### src/rtl/input_conditioner.sv
// Conditions raw KEY/SW pins: two-flop synchroniser, per-bit debounce, and
// single-cycle press/repeat/release/change pulses for the tank-control logic.
module input_conditioner #(
    parameter int DEBOUNCE_CYCLES     = 1000000,
    parameter int REPEAT_DELAY_CYCLES = 25000000,
    parameter int REPEAT_RATE_CYCLES  = 5000000,
    parameter int CNT_W               = 25
) (
    input  logic        clk_clk,
    input  logic        reset_reset,
    input  logic [3:0]  key_n_raw,
    input  logic [9:0]  sw_raw,
    output logic [3:0]  button_export,
    output logic [9:0]  switch_export,
    output logic [3:0]  key_press,
    output logic [3:0]  key_repeat,
    output logic [3:0]  key_release,
    output logic [9:0]  sw_change,
    output logic        any_event
);
    // state  | meaning
    // IDLE   | key released, repeat timer parked at zero
    // DELAY  | key held, timing the initial repeat delay
    // REPEAT | key held, one repeat pulse every REPEAT_RATE_CYCLES
    typedef enum logic [1:0] {IDLE, DELAY, REPEAT} key_state_t;

    localparam int NK = 4;
    localparam int NB = 14;
    localparam logic [NB-1:0]    SYNC_RST = {10'b0, 4'hF};
    localparam logic [CNT_W-1:0] DB_TC    = CNT_W'(DEBOUNCE_CYCLES - 1);
    localparam logic [CNT_W-1:0] RD_TC    = CNT_W'(REPEAT_DELAY_CYCLES - 1);
    localparam logic [CNT_W-1:0] RR_TC    = CNT_W'(REPEAT_RATE_CYCLES - 1);

    logic [NB-1:0]    raw_all;
    logic [NB-1:0]    sync1;
    logic [NB-1:0]    sync2;
    logic [NB-1:0]    stable;
    logic [NB-1:0]    accept;
    logic [CNT_W-1:0] db_cnt [NB];

    key_state_t       key_state [NK];
    logic [CNT_W-1:0] key_tmr [NK];
    logic [NK-1:0]    fall;
    logic [NK-1:0]    rise;
    logic [NK-1:0]    rep_nxt;
    logic [NB-NK-1:0] swc_nxt;

    // Keys occupy bits [3:0], switches bits [13:4] of the combined vectors.
    assign raw_all       = {sw_raw, key_n_raw};
    assign button_export = stable[NK-1:0];
    assign switch_export = stable[NB-1:NK];

    always_comb begin
        accept  = '0;
        rep_nxt = '0;
        for (int i = 0; i < NB; i++) begin
            accept[i] = (sync2[i] != stable[i]) && (db_cnt[i] == DB_TC);
        end
        fall    = accept[NK-1:0] & stable[NK-1:0];
        rise    = accept[NK-1:0] & ~stable[NK-1:0];
        swc_nxt = accept[NB-1:NK];
        // A release wins over a repeat falling due in the same cycle.
        for (int k = 0; k < NK; k++) begin
            if (!rise[k]) begin
                if (key_state[k] == DELAY && key_tmr[k] == RD_TC) begin
                    rep_nxt[k] = 1'b1;
                end
                if (key_state[k] == REPEAT && key_tmr[k] == RR_TC) begin
                    rep_nxt[k] = 1'b1;
                end
            end
        end
    end

    always_ff @(posedge clk_clk) begin
        if (reset_reset) begin
            sync1       <= SYNC_RST;
            sync2       <= SYNC_RST;
            stable      <= SYNC_RST;
            key_press   <= '0;
            key_repeat  <= '0;
            key_release <= '0;
            sw_change   <= '0;
            any_event   <= 1'b0;
            for (int i = 0; i < NB; i++) begin
                db_cnt[i] <= '0;
            end
            for (int k = 0; k < NK; k++) begin
                key_state[k] <= IDLE;
                key_tmr[k]   <= '0;
            end
        end else begin
            sync1       <= raw_all;
            sync2       <= sync1;
            stable      <= stable ^ accept;
            key_press   <= fall;
            key_repeat  <= rep_nxt;
            key_release <= rise;
            sw_change   <= swc_nxt;
            any_event   <= |{fall, rise, rep_nxt, swc_nxt};

            for (int i = 0; i < NB; i++) begin
                if (sync2[i] == stable[i] || accept[i]) begin
                    db_cnt[i] <= '0;
                end else begin
                    db_cnt[i] <= db_cnt[i] + CNT_W'(1);
                end
            end

            for (int k = 0; k < NK; k++) begin
                case (key_state[k])
                    IDLE: begin
                        key_tmr[k] <= '0;
                        if (fall[k]) begin
                            key_state[k] <= DELAY;
                        end
                    end
                    DELAY: begin
                        if (rise[k]) begin
                            key_state[k] <= IDLE;
                            key_tmr[k]   <= '0;
                        end else if (key_tmr[k] == RD_TC) begin
                            key_state[k] <= REPEAT;
                            key_tmr[k]   <= '0;
                        end else begin
                            key_tmr[k] <= key_tmr[k] + CNT_W'(1);
                        end
                    end
                    REPEAT: begin
                        if (rise[k]) begin
                            key_state[k] <= IDLE;
                            key_tmr[k]   <= '0;
                        end else if (key_tmr[k] == RR_TC) begin
                            key_tmr[k] <= '0;
                        end else begin
                            key_tmr[k] <= key_tmr[k] + CNT_W'(1);
                        end
                    end
                    default: begin
                        key_state[k] <= IDLE;
                        key_tmr[k]   <= '0;
                    end
                endcase
            end
        end
    end
endmodule

### config.mk
export PLATFORM = sky130hd
export DESIGN_NAME = input_conditioner
export DESIGN_NICKNAME = d
export VERILOG_FILES = /design/src/rtl/input_conditioner.sv
export SDC_FILE = /design/constraint.sdc
export NUM_CORES = 1
export LEC_CHECK = 0
export CELL_PAD_IN_SITES_DETAIL_PLACEMENT = 0
export CELL_PAD_IN_SITES_GLOBAL_PLACEMENT = 1
export CORE_ASPECT_RATIO = 1.5
export CORE_MARGIN = 2
export CORE_UTILIZATION = 30
export DETAILED_ROUTE_END_ITERATION = 7
export GPL_ROUTABILITY_DRIVEN = 0
export MAX_ROUTING_LAYER = met4
export PLACE_DENSITY = 0.58
export SLEW_MARGIN = 25
export SYNTH_ARGS = -nofsm -noshare
export SYNTH_HDL_FRONTEND = slang
export SYNTH_SLANG_ARGS = --single-unit
### constraint.sdc
create_clock -name clk_clk -period 3 [get_ports clk_clk]
set_clock_uncertainty 0.15 [all_clocks]
set_input_delay 0.45 -clock clk_clk [delete_from_list [all_inputs] [get_ports clk_clk]]
set_output_delay 0.45 -clock clk_clk [all_outputs]
set_load 0.03 [all_outputs]
==> results of run 1 <==
-- routing by layer --
| layer | up-vias | GRT usage [%] | part of all wire [%] | wire (um) |
|---|---|---|---|---|
| met3 | 94 | 2.00 | 3.1 | 1810 |
| met1 | 9465 | 14.8 | 43 | 25500 |
| met4 | 0 | 3.76 | 2.3 | 1360 |
| met2 | 199 | 23.3 | 51 | 30200 |
| met5 | - | - | 0 | 0 |
| li1 | 10100 | - | - | - |
-- where the power goes --
group	switching (mW)	leakage [nW]	total (mW)	internal, mW
sequential	0.329	5.26	8.55	8.22
combinational	0.405	4.98	0.701	0.296
clock	3.00	0.871	6.89	3.89
total	3.73	11.1	16.1	12.4
-- worst max path at each step --
stage | from | to | depth (start not counted)
2_1_floorplan | key_tmr[0][6] | key_tmr[0][17] | 6
3_3_place_gp | key_tmr[0][16] | key_tmr[0][11] | 5
3_5_place_dp | db_cnt[0][20] | any_event | 6
4_1_cts | db_cnt[0][20] | any_event | 6
5_1_grt | db_cnt[0][20] | key_tmr[0][11] | 5
6_report | db_cnt[0][20] | any_event | 6
-- kinds of logic (layout without fill, tap and decap cells) --
logic type      Yosys count  count (layout)  synth area share, %
mux                      12              12                0.435
other cells               1             451               0.0136
flops                   523             523                 54.6
buf+inv                 157             270                 2.44
compound gates           59              59                 1.53
fa+ha+maj                18              18                0.816
xor+xnor                418             418                 13.3
simple gates           1455            1455                 26.9
-- area by class of cell --
cell class,count,area share (%)
sequential,523,45.6
multi-input combinational,2412,41.1
clock buffer,79,4.86
tap,1173,4.45
timing repair buffer,88,2.50
inverter,74,0.842
clock inverter,29,0.577
antenna,1,0.00759
-- cells in the final DEF, fill, tap and decap left out, types with 13 or more instances in the layout --
| cell | n |
|---|---|
| a21oi_1 | 15 |
| edfxtp_1 | 458 |
| nor2_1 | 549 |
| clkbuf_1 | 17 |
| clkbuf_16 | 61 |
| and4_1 | 40 |
| or4_1 | 15 |
| clkdlybuf4s50_1 | 51 |
| nor4_1 | 89 |
| nand4_1 | 120 |
| inv_1 | 74 |
| nand3_1 | 143 |
| nand2_1 | 161 |
| nor2b_1 | 29 |
| nor3b_1 | 15 |
| clkinv_1 | 13 |
| o21ai_0 | 14 |
| xnor2_1 | 277 |
| nor4b_1 | 18 |
| or3_1 | 16 |
| and3_1 | 62 |
| ha_1 | 18 |
| and2_1 | 33 |
| buf_4 | 34 |
| nor3_1 | 88 |
| conb_1 | 450 |
| dfxtp_1 | 65 |
| xor2_1 | 141 |
-- cells in the mapped netlist, types with 14 or more instances --
library cell,count
o21ai_0,14
inv_1,74
nor3_1,88
nor3b_1,15
or3_1,16
xnor2_1,277
nor4b_1,18
nor2_1,549
a21oi_1,15
and4_1,40
dfxtp_1,65
nor4_1,89
and3_1,62
buf_2,26
nand3_1,143
or4_1,15
nand2_1,161
ha_1,18
xor2_1,141
and2_1,33
nand4_1,120
edfxtp_1,458
clkbuf_1,44
nor2b_1,29
-- worst max-delay path, cell delays in order (launching register included) --
cell,delay (ns)
edfxtp_1,0.47
nor4b_1,0.48
and4_1,0.36
nand4b_1,0.34
a221oi_1,0.44
buf_4,0.21
a41oi_2,0.08
-- through the flow --
step	instance area, um^2	worst slack, ns	power, mW	util (%)	hold WS (ns)
after floorplan	29300	0.723	9.16	-	0.239
after global placement	31200	0.0715	9.37	34.1	0.251
after detailed placement	31200	0.294	9.40	34.1	0.247
after CTS	33000	0.279	16.5	36.1	0.141
after global routing	33000	0.0472	16.9	36.1	0.166
final	33000	0.324	16.1	36.1	0.183
-- flip-flops by register name (all words and copies together), names as in the netlist, named ones only --
name and cells:
key_tmr 100, key_release 4, key_repeat 4, any_event 1, db_cnt 350, sw_change 10, key_press 4, key_state 8
sync1 14, sync2 14
==> out/metrics.cfg, run 1 <==
[status]
status=complete, no violations

[detailed_routing]
drtIter0Drc=963
antenna_left=0
wl_per_cell_um=13.4
drtPass1Iterations=6
drcViolationCount=0
dr_total_vias=19800
via_per_inst=4.52
wl_um=58800

[cells_and_area]
syn_to_final_growth_pct=19.5
layout-drive-gt1-share_pct=4.80
multi_input_area_mm2=0.0136
nets=3191
num-fill-cells=9164
finalNonFillerCells=4379
seqCellArea_mm2=0.0151

[cts]
clk_latency_ns=0.63
clk_pin_slew_ns=0.06
htree_levels=2
cts_hold_buf=0
cts_tree=yes
cts.repair.resized=0
cts_buffers=58
postCtsSetupRepairBufs=0
clk_path_buf_depth=3
root_buffer=clkbuf_16
numClockSinks=523

[die]
std_cell_rows=136
start_util_pct=30.2
die_area_mm2=0.0945
die-width_um=252
ios=53
fp.coreArea_mm2=0.0914
die-height_um=375

[timing]
post-route-period-util_pct=89.2
fmax_ghz=0.374
rsz0062_at_grt=no
hold_viol=0
slew_violations=0
finalSetupViolCount=0
fin_setup_tns_ns=0
layout_min_cycle_time_ns=2.68
slew-limit-headroom_pct=43.2
worst_slew_pin_slew_ns=0.845

[worst_hold_path]
min_from=reset_reset
min_path_type=in2reg
worstHoldPathCells=3

[worst_setup_path]
r2r-end=any_event
crit_fanout=7
startpoint_type=register
end_kind=register
path_class=reg2reg
crit_arrival_ns=3.01
rr_startpoint=db_cnt[0][20]
r2r_cells=6
r2r_slack_ns=0.32
worstPathRequired_ns=3.34

[power_and_ir_drop]
power_density_mw_per_mm2=489
peakVddDrop_mv=0.456
p_leak_nw=11.1

[grt]
grt_max_degree=57
grt_usage_pct=12.9
antenna_found_initial=0
grt_pass1_vias=20200
overflow=0
grt_pass1_wl_um=99100

[yosys]
synth-main-ff-cell=edfxtp_1
syn_inst=2643
synth_edf_count=458
syn_area_mm2=0.0276
synth-seq-cells=523
ys_warn_count=0
synth_top_area_share_pct=49.8
yosysTopAreaCell=edfxtp_1
avgSynthCellArea_um2=10.4
synthTopCellsByArea=edfxtp_1, xnor2_1, nor2_1
seq_area_frac_synth_pct=54.6
synthArstFlopShare_pct=0
yosysUniqueCellTypes=65

[placed_design]
numPortBuffers=52
place_hpwl_um=41400
place_inst=4270

[job]
drv_cap=0

Power figures use the tool's default switching activity.
==> run 2, diff against run 1 <==
- REMOVE_ABC_BUFFERS: not set -> 1
==> out/metrics.cfg, run 2 (synthesis results as in run 1) <==
[power_and_ir_drop]
peakVddDrop_mv=0.484  ; was 0.456 mV
p_leak_nw=11.2  ; was 11.1 nW
power_density_mw_per_mm2=498  ; was 489 mW/mm^2

[cells_and_area]
layout-drive-gt1-share_pct=5.35  ; was 4.80%
design_area_mm2=0.0331  ; was 0.0330 mm^2
regMostFlops=db_cnt  ; unchanged
largest_reg_flops=350  ; unchanged
nets=3199  ; was 3191
syn_to_final_growth_pct=20.1  ; was 19.5%
most-common-layout-cells=nor2_1, edfxtp_1, conb_1, xnor2_1, nand2_1  ; unchanged
reg.largest.list=db_cnt x350, key_tmr x100  ; unchanged
antenna_cells=0  ; was 1
final_common_cell=nor2_1  ; unchanged

[cts]
cts_hold_buf=1  ; was 0
postCtsSetupRepairBufs=0  ; unchanged
cts.repair.resized=0  ; unchanged
htree_levels=2  ; unchanged
numClockSinks=523  ; unchanged
cts_buffers=58  ; unchanged
root_buffer=clkbuf_16  ; unchanged
clk_latency_ns=0.63  ; about the same
clk_pin_slew_ns=0.06  ; about the same
cts_tree=yes  ; unchanged
clk_path_buf_depth=3  ; unchanged

[timing]
fin_setup_tns_ns=0  ; unchanged
fmax_ghz=0.370  ; was 0.374 GHz
slew_violations=0  ; unchanged
hold_viol=0  ; unchanged
layout_min_cycle_time_ns=2.71  ; was 2.68 ns
post-route-period-util_pct=90.2  ; was 89.2%
worst_slew_pin_slew_ns=0.809  ; was 0.845 ns
rsz0062_at_grt=no  ; unchanged
finalSetupViolCount=0  ; unchanged
slew-limit-headroom_pct=45.6  ; was 43.2%

[grt]
grt_usage_pct=13.1  ; was 12.9%
grt_pass1_vias=20300  ; was 20200
overflow=0  ; unchanged
grt_max_degree=26  ; was 57
antenna_found_initial=0  ; unchanged
grt_pass1_wl_um=99600  ; was 99100 um

[die]
fp.coreArea_mm2=0.0914  ; unchanged
std_cell_rows=136  ; unchanged
ios=53  ; unchanged
start_util_pct=30.2  ; unchanged
die_area_mm2=0.0945  ; unchanged
die-height_um=375  ; unchanged
die-width_um=252  ; unchanged

[worst_setup_path]
slowest_stage=o211ai_4  ; was nor4b_1
end_kind=register  ; unchanged
path_class=reg2reg  ; unchanged
crit_fanout=25  ; was 7
crit_chain=or4_1 -> nor4_1 -> a311oi_1 -> o211ai_4 -> nor2_1  ; was nor4b_1 -> and4_1 -> nand4b_1 -> a221oi_1 -> buf_4 -> a41oi_2
worstPathRequired_ns=3.18  ; was 3.34 ns
crit_arrival_ns=2.89  ; was 3.01 ns
startpoint_type=register  ; unchanged
slowest_delay_ns=0.63  ; was 0.48 ns

[placed_design]
place_hpwl_um=42300  ; was 41400 um
numPortBuffers=52  ; unchanged
dpl_cell_area_mm2=0.0312  ; about the same

[job]
drv_cap=0  ; unchanged

[worst_hold_path]
min_path_type=in2reg  ; unchanged

[detailed_routing]
drcViolationCount=0  ; unchanged
via_per_inst=4.52  ; about the same
dr_total_vias=19800  ; about the same
drtPass1Iterations=4  ; was 6
drtIter0Drc=927  ; was 963
wl_per_cell_um=13.5  ; was 13.4 um
antenna_left=0  ; unchanged
wl_um=59400  ; was 58800 um

[status]
status=complete, no violations  ; unchanged

run 2: cell types whose count changed in the layout (fill, tap and decap cells not counted), sizes merged:
cell         delta
clkinvlp        -3
diode           -1
bufinv          +2
dlygate4sd3     +1
buf             +7
inv             +1
clkbuf          +2
clkinv          -1
run 2: report_power, final:
part	total (mW)	leakage [nW]	internal [mW]	switching (mW)
Clock	7.25	0.952	4.21	3.04
Sequential	8.55	5.26	8.22	0.328
Combinational	0.700	5.02	0.295	0.405
Total	16.5	11.2	12.7	3.78
run 2: path summary, 6_finish.rpt:
| path | start | end | slack [ns] | depth (start not counted) |
|---|---|---|---|---|
| setup reg to reg | key_tmr[1][13] | key_tmr[1][9] | 0.29 | 5 |
| hold / removal | sw_raw[2] | sync1[6] | 0.22 | 2 |
| setup / recovery | key_tmr[1][13] | key_tmr[1][9] | 0.29 | 5 |
| hold reg to reg | sync1[2] | sync2[2] | 0.27 | 1 |
run 2: per-stage QoR:
step / total power [mW] / util (%) / hold WS [ns] / std cells / worst slack, ns
2_1_floorplan: 9.13 / - / 0.239 / 3009 / 0.515
3_3_place_gp: 9.38 / 34.2 / 0.255 / 4277 / 0.0459
3_5_place_dp: 9.40 / 34.2 / 0.256 / 4277 / 0.267
4_1_cts: 16.9 / 36.3 / 0.166 / 4387 / 0.238
5_1_grt: 17.2 / 36.3 / 0.198 / 4387 / 0.117
6_report: 16.5 / 36.3 / 0.224 / 4387 / 0.295
run 2: worst max-delay path: cells and delay by family (launching register included):
| family | cells | cell delay, ns |
|---|---|---|
| DFF | 1 | 0.42 |
| AOI/OAI and AO/OA | 2 | 0.83 |
| and+or+nand+nor | 3 | 1.00 |
run 2: per-layer routing:
layer  GRT usage (%)  part of all wire, %
met1            15.2                   44
met2            23.1                   50
met3            2.13                  3.3
met4            3.67                  2.1
met5               -                    0
run 2: layout make-up:
class | instances | area (um^2)
Fill cell | 9153 | 58200
Inverter | 74 | 278
Clock buffer | 81 | 1670
Tap cell | 1173 | 1470
Sequential cell | 523 | 15100
Multi-Input combinational cell | 2412 | 13600
Clock inverter | 28 | 239
Timing Repair Buffer | 96 | 876
